File: config.mk
export PLATFORM = sky130hd
export DESIGN_NAME = rv32i_pc_gen_flat
export DESIGN_NICKNAME = d
export VERILOG_FILES = /design/src/rtl/rv32i_pkg.sv /design/src/rtl/rv32i_pc_gen_if.sv /design/src/rtl/rv32i_prio_arb.sv /design/src/rtl/rv32i_pc_gen.sv /design/src/flat_wrapper.sv
export SDC_FILE = /design/constraint.sdc
export NUM_CORES = 1
export LEC_CHECK = 0
export ABC_CLOCK_PERIOD_IN_PS = 3900
export CORE_ASPECT_RATIO = 0.9
export CORE_UTILIZATION = 40
export DETAILED_ROUTE_END_ITERATION = 8
export MAX_ROUTING_LAYER = met4
export PLACE_DENSITY = 0.73
export SYNTH_ARGS = -nofsm -noshare
export SYNTH_HDL_FRONTEND = slang
export SYNTH_SLANG_ARGS = --single-unit
File: constraint.sdc
create_clock -name clk -period 3.9 [get_ports clk]
set_input_delay 0.78 -clock clk [delete_from_list [all_inputs] [get_ports clk]]
set_output_delay 0.78 -clock clk [all_outputs]
set_load 0.005 [all_outputs]
File: src/rtl/rv32i_pkg.sv
// Shared constants for the RV32I fetch front end: datapath width, reset vector,
// instruction size and the fixed priority order of PC redirect sources.
package rv32i_pkg;

  localparam int unsigned XLEN        = 32;
  localparam logic [31:0] RESET_VEC   = 32'h0000_0000;
  localparam int unsigned INSTR_BYTES = 4;

  // Redirect source indices; lower index wins arbitration
  localparam int unsigned SRC_TRAP   = 0;
  localparam int unsigned SRC_BRANCH = 1;
  localparam int unsigned SRC_JALR   = 2;
  localparam int unsigned SRC_JAL    = 3;
  localparam int unsigned NSRC       = 4;

  // Index width that stays legal for a single source
  function automatic int unsigned idx_w(input int unsigned n);
    return (n > 1) ? $clog2(n) : 1;
  endfunction

endpackage

File: src/rtl/rv32i_pc_gen_if.sv
// Fetch-side bus of the next-PC generator: redirect requests and stall in,
// fetch PC, flush window and misalignment report out.
interface rv32i_pc_gen_if #(
  parameter int unsigned XLEN = 32,
  parameter int unsigned NSRC = 4
);

  logic                 stall;
  logic [NSRC-1:0]      redir_valid;
  logic [NSRC*XLEN-1:0] redir_target;
  logic [XLEN-1:0]      pc;
  logic                 pc_valid;
  logic                 flush;
  logic                 pending;
  logic                 misalign;
  logic [XLEN-1:0]      misalign_addr;

  modport master (
    output stall, redir_valid, redir_target,
    input  pc, pc_valid, flush, pending, misalign, misalign_addr
  );

  modport slave (
    input  stall, redir_valid, redir_target,
    output pc, pc_valid, flush, pending, misalign, misalign_addr
  );

endinterface

File: src/rtl/rv32i_prio_arb.sv
// Fixed-priority redirect arbiter: lowest requesting index wins, and its target
// is selected from the flat per-source target bus.
module rv32i_prio_arb
  import rv32i_pkg::*;
#(
  parameter int unsigned NSRC = 4,
  parameter int unsigned XLEN = 32,
  parameter int unsigned IDXW = idx_w(NSRC)
) (
  input  logic [NSRC-1:0]      req,
  input  logic [NSRC*XLEN-1:0] tgt_flat,
  output logic                 any,
  output logic [IDXW-1:0]      idx,
  output logic [XLEN-1:0]      tgt
);

  logic [NSRC-1:0][XLEN-1:0] tgt_src;

  for (genvar i = 0; i < NSRC; i++) begin : g_src
    assign tgt_src[i] = tgt_flat[i*XLEN +: XLEN];
  end

  // Scan high to low so the lowest requesting index is the last write
  always_comb begin
    any = 1'b0;
    idx = '0;
    for (int i = NSRC - 1; i >= 0; i--) begin
      if (req[i]) begin
        any = 1'b1;
        idx = IDXW'(i);
      end
    end
  end

  assign tgt = tgt_src[idx];

endmodule

File: src/rtl/rv32i_pc_gen.sv
// Registered next-PC unit: owns the fetch PC, arbitrates redirects, holds one
// redirect across stalls, opens a flush window and reports misaligned targets.
module rv32i_pc_gen
  import rv32i_pkg::*;
#(
  parameter int unsigned XLEN       = rv32i_pkg::XLEN,
  parameter int unsigned NSRC       = rv32i_pkg::NSRC,
  parameter logic [XLEN-1:0] RESET_VEC = rv32i_pkg::RESET_VEC,
  parameter int unsigned FLUSH_CYC  = 2,
  parameter int unsigned ALIGN_BITS = 2
) (
  input  logic           clk,
  input  logic           rst,
  rv32i_pc_gen_if.slave  bus
);

  localparam int unsigned IDXW = idx_w(NSRC);
  localparam int unsigned CNTW = (FLUSH_CYC > 0) ? $clog2(FLUSH_CYC + 1) : 1;
  localparam logic [XLEN-1:0] ALIGN_MASK = (XLEN'(1) << ALIGN_BITS) - XLEN'(1);

  typedef struct packed {
    logic            vld;
    logic [IDXW-1:0] idx;
    logic [XLEN-1:0] tgt;
  } redir_t;

  logic [XLEN-1:0] pc_q;
  logic            pc_valid_q;
  logic [CNTW-1:0] flush_cnt;
  redir_t          pend_q;
  logic            mis_q;
  logic [XLEN-1:0] mis_addr_q;

  logic            arb_any;
  logic [IDXW-1:0] arb_idx;
  logic [XLEN-1:0] arb_tgt;
  redir_t          new_r;
  redir_t          cand;
  logic            use_new;
  logic            cand_mis;

  rv32i_prio_arb #(.NSRC(NSRC), .XLEN(XLEN), .IDXW(IDXW)) u_arb (
    .req      (bus.redir_valid),
    .tgt_flat (bus.redir_target),
    .any      (arb_any),
    .idx      (arb_idx),
    .tgt      (arb_tgt)
  );

  // A fresh request beats the held one only at equal or higher priority
  always_comb begin
    new_r     = '0;
    new_r.vld = arb_any & pc_valid_q;
    new_r.idx = arb_idx;
    new_r.tgt = arb_tgt;
    use_new   = new_r.vld && (!pend_q.vld || (new_r.idx <= pend_q.idx));
    cand      = use_new ? new_r : pend_q;
    cand_mis  = cand.vld && ((cand.tgt & ALIGN_MASK) != '0);
  end

  always_ff @(posedge clk) begin
    if (rst) begin
      pc_q       <= RESET_VEC;
      pc_valid_q <= 1'b0;
      flush_cnt  <= '0;
      pend_q     <= '0;
      mis_q      <= 1'b0;
      mis_addr_q <= '0;
    end else begin
      pc_valid_q <= 1'b1;
      mis_q      <= 1'b0;
      // Flush window only ages while fetch is moving
      if (!bus.stall && (flush_cnt != '0))
        flush_cnt <= flush_cnt - CNTW'(1);
      if (pc_valid_q) begin
        if (cand_mis) begin
          mis_q      <= 1'b1;
          mis_addr_q <= cand.tgt;
          if (!use_new)
            pend_q.vld <= 1'b0;
        end else if (bus.stall) begin
          if (new_r.vld)
            pend_q <= cand;
        end else if (cand.vld) begin
          pc_q       <= cand.tgt;
          pend_q.vld <= 1'b0;
          flush_cnt  <= CNTW'(FLUSH_CYC);
        end else begin
          pc_q <= pc_q + XLEN'(INSTR_BYTES);
        end
      end
    end
  end

  assign bus.pc            = pc_q;
  assign bus.pc_valid      = pc_valid_q;
  assign bus.flush         = (flush_cnt != '0);
  assign bus.pending       = pend_q.vld;
  assign bus.misalign      = mis_q;
  assign bus.misalign_addr = mis_addr_q;

endmodule

File: src/flat_wrapper.sv
// flat-port wrapper written by rule: the top's interface ports become plain ports
module rv32i_pc_gen_flat import rv32i_pkg::*;
#(
  parameter int unsigned XLEN       = rv32i_pkg::XLEN,
  parameter int unsigned NSRC       = rv32i_pkg::NSRC,
  parameter logic [XLEN-1:0] RESET_VEC = rv32i_pkg::RESET_VEC,
  parameter int unsigned FLUSH_CYC  = 2,
  parameter int unsigned ALIGN_BITS = 2
)
  (clk, rst, bus_stall, bus_redir_valid, bus_redir_target, bus_pc, bus_pc_valid, bus_flush, bus_pending, bus_misalign, bus_misalign_addr);
  rv32i_pc_gen_if #(.XLEN(XLEN), .NSRC(NSRC)) bus_i ();
  input  logic clk;
  input  logic rst;
  input wire logic [$bits(bus_i.stall)-1:0] bus_stall;
  input wire logic [$bits(bus_i.redir_valid)-1:0] bus_redir_valid;
  input wire logic [$bits(bus_i.redir_target)-1:0] bus_redir_target;
  output wire logic [$bits(bus_i.pc)-1:0] bus_pc;
  output wire logic [$bits(bus_i.pc_valid)-1:0] bus_pc_valid;
  output wire logic [$bits(bus_i.flush)-1:0] bus_flush;
  output wire logic [$bits(bus_i.pending)-1:0] bus_pending;
  output wire logic [$bits(bus_i.misalign)-1:0] bus_misalign;
  output wire logic [$bits(bus_i.misalign_addr)-1:0] bus_misalign_addr;
  assign bus_i.stall = bus_stall;
  assign bus_i.redir_valid = bus_redir_valid;
  assign bus_i.redir_target = bus_redir_target;
  assign bus_pc = bus_i.pc;
  assign bus_pc_valid = bus_i.pc_valid;
  assign bus_flush = bus_i.flush;
  assign bus_pending = bus_i.pending;
  assign bus_misalign = bus_i.misalign;
  assign bus_misalign_addr = bus_i.misalign_addr;
  rv32i_pc_gen #(.XLEN(XLEN), .NSRC(NSRC), .RESET_VEC(RESET_VEC), .FLUSH_CYC(FLUSH_CYC), .ALIGN_BITS(ALIGN_BITS)) u_core (.clk(clk), .rst(rst), .bus(bus_i));
endmodule
==> results by group, run 1 <==
Synthesis
  – Portion of netlist area occupied by mux cells: 3.08%
  – Arithmetic-cell share of the synthesized area counting full adders, half adders and majority gates: 0.816%
  – Commonest register cell after synthesis: sky130_fd_sc_hd__dfxtp_1
  – Number of warning messages in the yosys log: 0
  – Number of enable flip-flop cells after synthesis: 0
  – Asr flop ratio synth: 0%
  – Area share of the largest cell type after synthesis: 33.6%
  – Complex-gate fraction of the synthesized area: 35.5%
  – Post-synth top area cell: sky130_fd_sc_hd__dfxtp_1
  – Post-synth design cell area: 6130 um2
  – Most area-consuming cells after synthesis: sky130_fd_sc_hd__dfxtp_1 (34%), sky130_fd_sc_hd__a21oi_1 (9.5%), sky130_fd_sc_hd__o21ai_0 (5.5%)
  – Net count of the mapped netlist: 957
  – Post-synthesis sequential element count: 103
  – Xor and xnor fraction of the mapped netlist area: 0.143%
  – Post-synthesis instance total: 818
  – Share of synthesized cell area in and, or, nand and nor gates: 20.3%
  – Register area share after synthesis: 33.6%
  – Dominant combinational cell family by area after synthesis: compound AO/OA/AOI/OAI gates
  – Netlist cell types: 67
  – Mean cell area of the mapped netlist: 7.50 um2

Cells and area
  – Number of cells in the finished layout apart from fillers: 1219
  – Proportion of layout cells with a drive suffix above 1: 9.41%
  – Layout Cell Area excl Fill: 8910 um2
  – Total of fill cells in the finished design: 1372
  – Combined area of the multi-input logic cells: 3680 um2
  – Layout area overhead: 45.3%
  – Area of all sequential standard cells: 2060 um2
  – Post-layout nets: 1154
  – Most frequent standard cell in the layout excluding fill and tap cells: sky130_fd_sc_hd__clkdlybuf4s50_1
  – Commonest cells after routing, fill and taps aside: sky130_fd_sc_hd__clkdlybuf4s50_1 (201), sky130_fd_sc_hd__a21oi_1 (117), sky130_fd_sc_hd__dfxtp_1 (103)
  – End-of-flow core utilization: 60.1%

Hold path
  – Hold path startpoint: u_core.bus.pc[1]
  – Cells on Worst Hold Path: 1
  – Type of the most critical hold path: flop to flop
  – Hold worst-path end: u_core.bus.pc[1]

Routing
  – Via/cell ratio: 6.02
  – Total vias in the final route: 7335
  – Count of unresolved DRC violations after routing: 0
  – Drt initial violations: 723
  – Post-detailed-route wirelength per cell: 19.5 um
  – Number of nets with antenna violations after detailed routing: 0
  – Routed Wire Length: 23800 um
  – First-pass detailed-route iteration total: 6

Clock tree
  – Number of clock sinks: 103
  – Clock tree root driver cell: sky130_fd_sc_hd__clkbuf_16
  – Number of buffers inserted during clock tree synthesis: 9
  – TritonCTS clock tree: built
  – Number of setup buffers added after CTS: 0
  – H-Tree Depth: 3
  – Clock network latency to the later pin of the worst-skew pair: 0.35 ns
  – Number of hold-repair buffers added at the cts stage: 0
  – Clock transition at path regs: 0.07 ns
  – CTS Buffer Depth: 2

Place
  – Cell Area, Placed: 8600 um2
  – Gpl congestion: 0.923
  – HPWL after DPL: 17500 um
  – Number of placed cells counting well taps: 1202
  – Count of buffers from port buffering: 202
  – Pre-CTS setup slack: -0.0615 ns

STA
  – Worst Tran Pin Value: 1.19 ns
  – Count of endpoints failing setup in the final report: 0
  – Peak Freq: 289 MHz
  – Setup TNS: 0 ns
  – Tightest slew margin relative to the limit: 20.0%
  – Final worst path period share: 88.6%
  – Number of pins with negative max-slew slack in the final report: 0
  – Tmin final: 3.46 ns
  – Fin Clk Skew: 0.00529 ns
  – Post-route setup slack: 0.444 ns
  – Setup repair after global routing missed its margin: false
  – Hold Violations, Final: 0
  – Hold Worst Slack: 0.465 ns

Power
  – Power per cell area: 317 nW/um2
  – Total Power Consumption: 2.83 mW
  – P_leak: 3.08 nW
  – Max rail drop VDD: 0.206 mV

Setup path
  – Category of the worst setup path launch point: input pin
  – Data arrival time of the critical path: 3.71 ns
  – Worst Reg-to-Reg Cells: 5
  – Critical path, cell by cell: clkdlybuf4s50_1 -> buf_4 -> nor4b_1 -> a222oi_1 -> nand4_1 -> buf_4 -> o21ai_2 -> buf_4 -> a21oi_1 -> a311oi_1
  – Launch point of the worst reg-to-reg path: u_core.bus.pc_valid
  – Endpoint class of the critical path: flop
  – Slack of the worst reg-to-reg path: 1.13 ns
  – Data required time of the worst path: 4.15 ns
  – Cell with the biggest individual delay on the critical path: sky130_fd_sc_hd__a222oi_1
  – Largest delay contributor family on the critical path: buffers and inverters
  – Largest stage delay, worst path: 0.48 ns
  – Dominant cell type by count on the critical path: sky130_fd_sc_hd__buf_4
  – CP Max Fanout: 39
  – CP Class: input pin to flop
  – Count of buffer and inverter cells on the critical path: 4
  – Reg-to-reg critical path endpoint: u_core.bus.pending

Global route
  – Number of global-route vias before repair: 6709
  – GRT Util Overall: 30.5%
  – Maximum number of pins on one net before global-route repair: 50
  – Antenna violations before repair: 1
  – GR Overflow Total: 0
  – First-pass GRT wire length: 37000 um

Floorplanning
  – DIE AREA: 15800 um2
  – Top-level port count: 203
  – Die extent in y: 119 um
  – Width of the chip: 133 um
  – Core Footprint: 14800 um2
  – Effective utilization at floorplan: 41.4%
  – Placement Rows: 42

Outcome
  – Status: finished, final reports clean

Job
  – Maximum Capacitance Violations: 0
-- layer usage --
metal / track usage, % / vias up / part of all wire [%]
met3: 6.00 / 52 / 7.6
met4: 9.63 / 0 / 2.3
met5: - / - / 0
met2: 47.0 / 359 / 46
met1: 40.1 / 3444 / 44
li1: - / 3480 / -
-- cell usage after synthesis, drive strengths merged, types with 4 or more instances --
master and count:
mux2i 11, o211ai 13, nor3b 5, o32ai 7, a211oi 28, inv 29
nand2 65, dfxtp 103, buf 15, nor4 8, nand4 13, a31o 7
o221ai 7, o22ai 7, o2bb2ai 9, a211o 4, mux2 5, a311oi 12
clkbuf 57, and3 10, o21bai 6, nor2 46, ha 4, and4 5
a221oi 5, o31ai 9, nand2b 4, o21a 5, nand3 24, a21oi 118
nor3 51, a31oi 5, o21ai 69, and2 5, nor2b 5
-- cell type report --
cell class | count | area share (%)
clock inverters | 6 | 0.744
flip-flops and latches | 103 | 23.1
clock buffers | 10 | 2.68
diodes | 1 | 0.0281
multi-input cells | 612 | 41.3
well taps | 198 | 2.78
inverters | 31 | 1.31
repair buffers | 258 | 28.1
-- worst max path at each step --
stage                                   from                           end  slack [ns]  cells after the start
after floorplan           bus_redir_valid[2]             u_core.bus.pc[16]        0.24                     13
after global placement    bus_redir_valid[2]  u_core.bus.misalign_addr[23]        0.09                     10
after detailed placement  bus_redir_valid[2]  u_core.bus.misalign_addr[21]       -0.06                     10
after CTS                 bus_redir_valid[2]  u_core.bus.misalign_addr[21]        0.28                     10
after global routing      bus_redir_valid[0]             u_core.bus.pc[13]        0.21                      9
final                     bus_redir_valid[0]              u_core.pend_q[4]        0.44                     10
-- worst register-to-register path: stages, from the launching register on --
cell and delay (ns):
sky130_fd_sc_hd__dfxtp_1 0.76, sky130_fd_sc_hd__o41ai_2 0.18, sky130_fd_sc_hd__buf_4 0.24, sky130_fd_sc_hd__nor2_1 0.92
sky130_fd_sc_hd__a21oi_1 0.17, sky130_fd_sc_hd__a2111oi_0 0.39
-- registers in the layout, indices dropped and copies added, names as in the netlist --
name,count
u_core.flush_cnt,2
u_core.bus.pc,32
u_core.pend_q,34
u_core.bus.misalign,1
u_core.bus.pc_valid,1
u_core.bus.misalign_addr,32
u_core.bus.pending,1
-- repair_timing --
item | 4_1_cts | 5_1_grt
gates resized for setup | 0 | 1
hold endpoints to repair | 0 | 0
endpoints found under the setup margin | 0 | 2
-- cell families (layout without fill, tap and decap cells) --
logic type	Yosys count	count (layout)
xor+xnor	1	1
fa+ha+maj	4	4
compound gates	338	338
flops	103	103
buf+inv	103	305
mux	17	17
other cells	0	1
simple gates	252	252
-- where the power goes --
part           switching [mW]  internal [mW]  total [mW]
Combinational           0.373          0.369       0.742
Clock                   0.413          0.519       0.932
Sequential             0.0473           1.10        1.15
Total                   0.834           1.99        2.83
Power figures use the tool's default switching activity.
==> inputs of run 2 (changes only) <==
--- a/config.mk
+++ b/config.mk
@@ -5,7 +5,7 @@
 export SDC_FILE = /design/constraint.sdc
 export NUM_CORES = 1
 export LEC_CHECK = 0
-export ABC_CLOCK_PERIOD_IN_PS = 3900
+export ABC_CLOCK_PERIOD_IN_PS = 4100
 export CORE_ASPECT_RATIO = 0.9
 export CORE_UTILIZATION = 40
 export DETAILED_ROUTE_END_ITERATION = 8
==> constraint.sdc (replaced) <==
create_clock -name clk -period 4.1 [get_ports clk]
set_input_delay 0.82 -clock clk [delete_from_list [all_inputs] [get_ports clk]]
set_output_delay 0.82 -clock clk [all_outputs]
set_load 0.005 [all_outputs]
==> run 2 against run 1 <==
  * Non-clock buffer count fell by 3
  * Combinational power fell by 5.9%
  * Global-route usage barely moved
  * First-iteration DRC count rose by 4.3%
  * Worst hold slack got worse by 0.0088 ns
  * Final cell count fell by 0.33%
  * Largest power group unchanged
==> results by group, run 2 (synthesis results as in run 1) <==
Global route
  – First-pass GRT wire length: 36700 um
  – Maximum number of pins on one net before global-route repair: 63
  – GRT Util Overall: 30.5%
  – Antenna violations before repair: 0
  – Number of global-route vias before repair: 6673
  – GR Overflow Total: 0

Floorplanning
  – Effective utilization at floorplan: 41.4%
  – Placement Rows: 42
  – Width of the chip: 133 um
  – Top-level port count: 203
  – Die extent in y: 119 um
  – Core Footprint: 14800 um2
  – DIE AREA: 15800 um2

Routing
  – Drt initial violations: 754
  – First-pass detailed-route iteration total: 5
  – Routed Wire Length: 23600 um
  – Number of nets with antenna violations after detailed routing: 0
  – Total vias in the final route: 7372
  – Post-detailed-route wirelength per cell: 19.4 um
  – Via/cell ratio: 6.07
  – Count of unresolved DRC violations after routing: 0

Clock tree
  – Number of setup buffers added after CTS: 0
  – CTS Buffer Depth: 2
  – H-Tree Depth: 3
  – Number of buffers inserted during clock tree synthesis: 9
  – Clock transition at path regs: 0.07 ns
  – Clock tree root driver cell: sky130_fd_sc_hd__clkbuf_16
  – TritonCTS clock tree: built
  – Number of clock sinks: 103
  – Number of hold-repair buffers added at the cts stage: 0
  – Clock network latency to the later pin of the worst-skew pair: 0.35 ns
  – Post-CTS resize count: 0

Setup path
  – Category of the worst setup path launch point: input pin
  – CP Max Fanout: 15
  – Endpoint class of the critical path: flop
  – CP Class: input pin to flop
  – Slack of the worst reg-to-reg path: 1.22 ns
  – Data arrival time of the critical path: 3.88 ns
  – Data required time of the worst path: 4.25 ns

Cells and area
  – Post-layout nets: 1151
  – Register bank with the most flops: u_core.pend_q
  – Number of flip-flops under the largest register name: 34
  – Proportion of layout cells with a drive suffix above 1: 8.95%
  – Area of all sequential standard cells: 2060 um2
  – Number of cells in the finished layout apart from fillers: 1215
  – Combined area of the multi-input logic cells: 3670 um2
  – Total of fill cells in the finished design: 1398
  – Layout area overhead: 44.0%
  – Most frequent standard cell in the layout excluding fill and tap cells: sky130_fd_sc_hd__clkdlybuf4s50_1
  – Number of antenna repair diodes: 0
  – Commonest cells after routing, fill and taps aside: sky130_fd_sc_hd__clkdlybuf4s50_1 (201), sky130_fd_sc_hd__a21oi_1 (117), sky130_fd_sc_hd__dfxtp_1 (103)
  – End-of-flow core utilization: 59.6%

Power
  – P_leak: 3.04 nW
  – Power per cell area: 302 nW/um2
  – Max rail drop VDD: 0.198 mV

Place
  – HPWL after DPL: 17500 um
  – Gpl congestion: 0.934
  – Number of placed cells counting well taps: 1199
  – Count of buffers from port buffering: 202

STA
  – Tightest slew margin relative to the limit: 20.9%
  – Worst Tran Pin Value: 1.18 ns
  – Fin Clk Skew: 0.00753 ns
  – Tmin final: 3.73 ns
  – Setup repair after global routing missed its margin: false
  – Final worst path period share: 90.9%
  – Peak Freq: 268 MHz
  – Hold Violations, Final: 0
  – Number of pins with negative max-slew slack in the final report: 0
  – Setup TNS: 0 ns
  – Count of endpoints failing setup in the final report: 0
  – Hold Worst Slack: 0.456 ns

Hold path
  – Type of the most critical hold path: flop to flop

Outcome
  – Status: finished, final reports clean

Job
  – Maximum Capacitance Violations: 0
==> run 2: metal layers <==
layer	up-vias	track usage [%]	wire [um]
li1	3479	-	-
met1	3487	40.4	10200
met2	344	46.5	10900
met3	62	5.36	1770
met4	0	10.7	760
met5	-	-	0
==> run 2: worst max-delay path, cell delays in order <==
cell and delay [ns]:
sky130_fd_sc_hd__clkdlybuf4s50_1 0.51, sky130_fd_sc_hd__o21ai_0 0.31, sky130_fd_sc_hd__inv_1 0.10, sky130_fd_sc_hd__ha_1 0.29
sky130_fd_sc_hd__nor2b_1 0.21, sky130_fd_sc_hd__o21a_1 0.20, sky130_fd_sc_hd__o21a_1 0.25, sky130_fd_sc_hd__a21oi_2 0.06
sky130_fd_sc_hd__nor2_1 0.89, sky130_fd_sc_hd__a311oi_1 0.23
==> run 2: final cells by class <==
cell class	count	share of cell area, %
flip-flops and latches	103	23.4
clock inverters	5	0.652
well taps	198	2.81
multi-input cells	612	41.6
clock buffers	11	2.75
repair buffers	255	27.5
inverters	31	1.32
==> run 2: report_power, final <==
part | internal (mW) | switching [mW] | leakage [nW]
Clock | 0.491 | 0.382 | 0.149
Combinational | 0.344 | 0.354 | 2.06
Sequential | 1.05 | 0.0448 | 0.838
==> run 2: path summary, 6_finish.rpt <==
check,startpoint,endpoint,cells past startpoint
setup / recovery,bus_redir_valid[2],u_core.bus.misalign_addr[4],10
hold / removal,u_core.bus.pc[0],u_core.bus.pc[0],1
setup reg to reg,u_core.bus.pc_valid,u_core.bus.misalign_addr[4],3
hold reg to reg,u_core.bus.pc[0],u_core.bus.pc[0],1
==> run 2: through the flow <==
stage,power (mW),setup slack (ns),instance area (um2)
floorplan,1.43,0.400,6130
global placement,1.79,0.238,8530
detailed placement,1.80,0.147,8530
CTS,2.66,0.463,8830
global route,2.77,0.161,8830
finish,2.67,0.373,8830
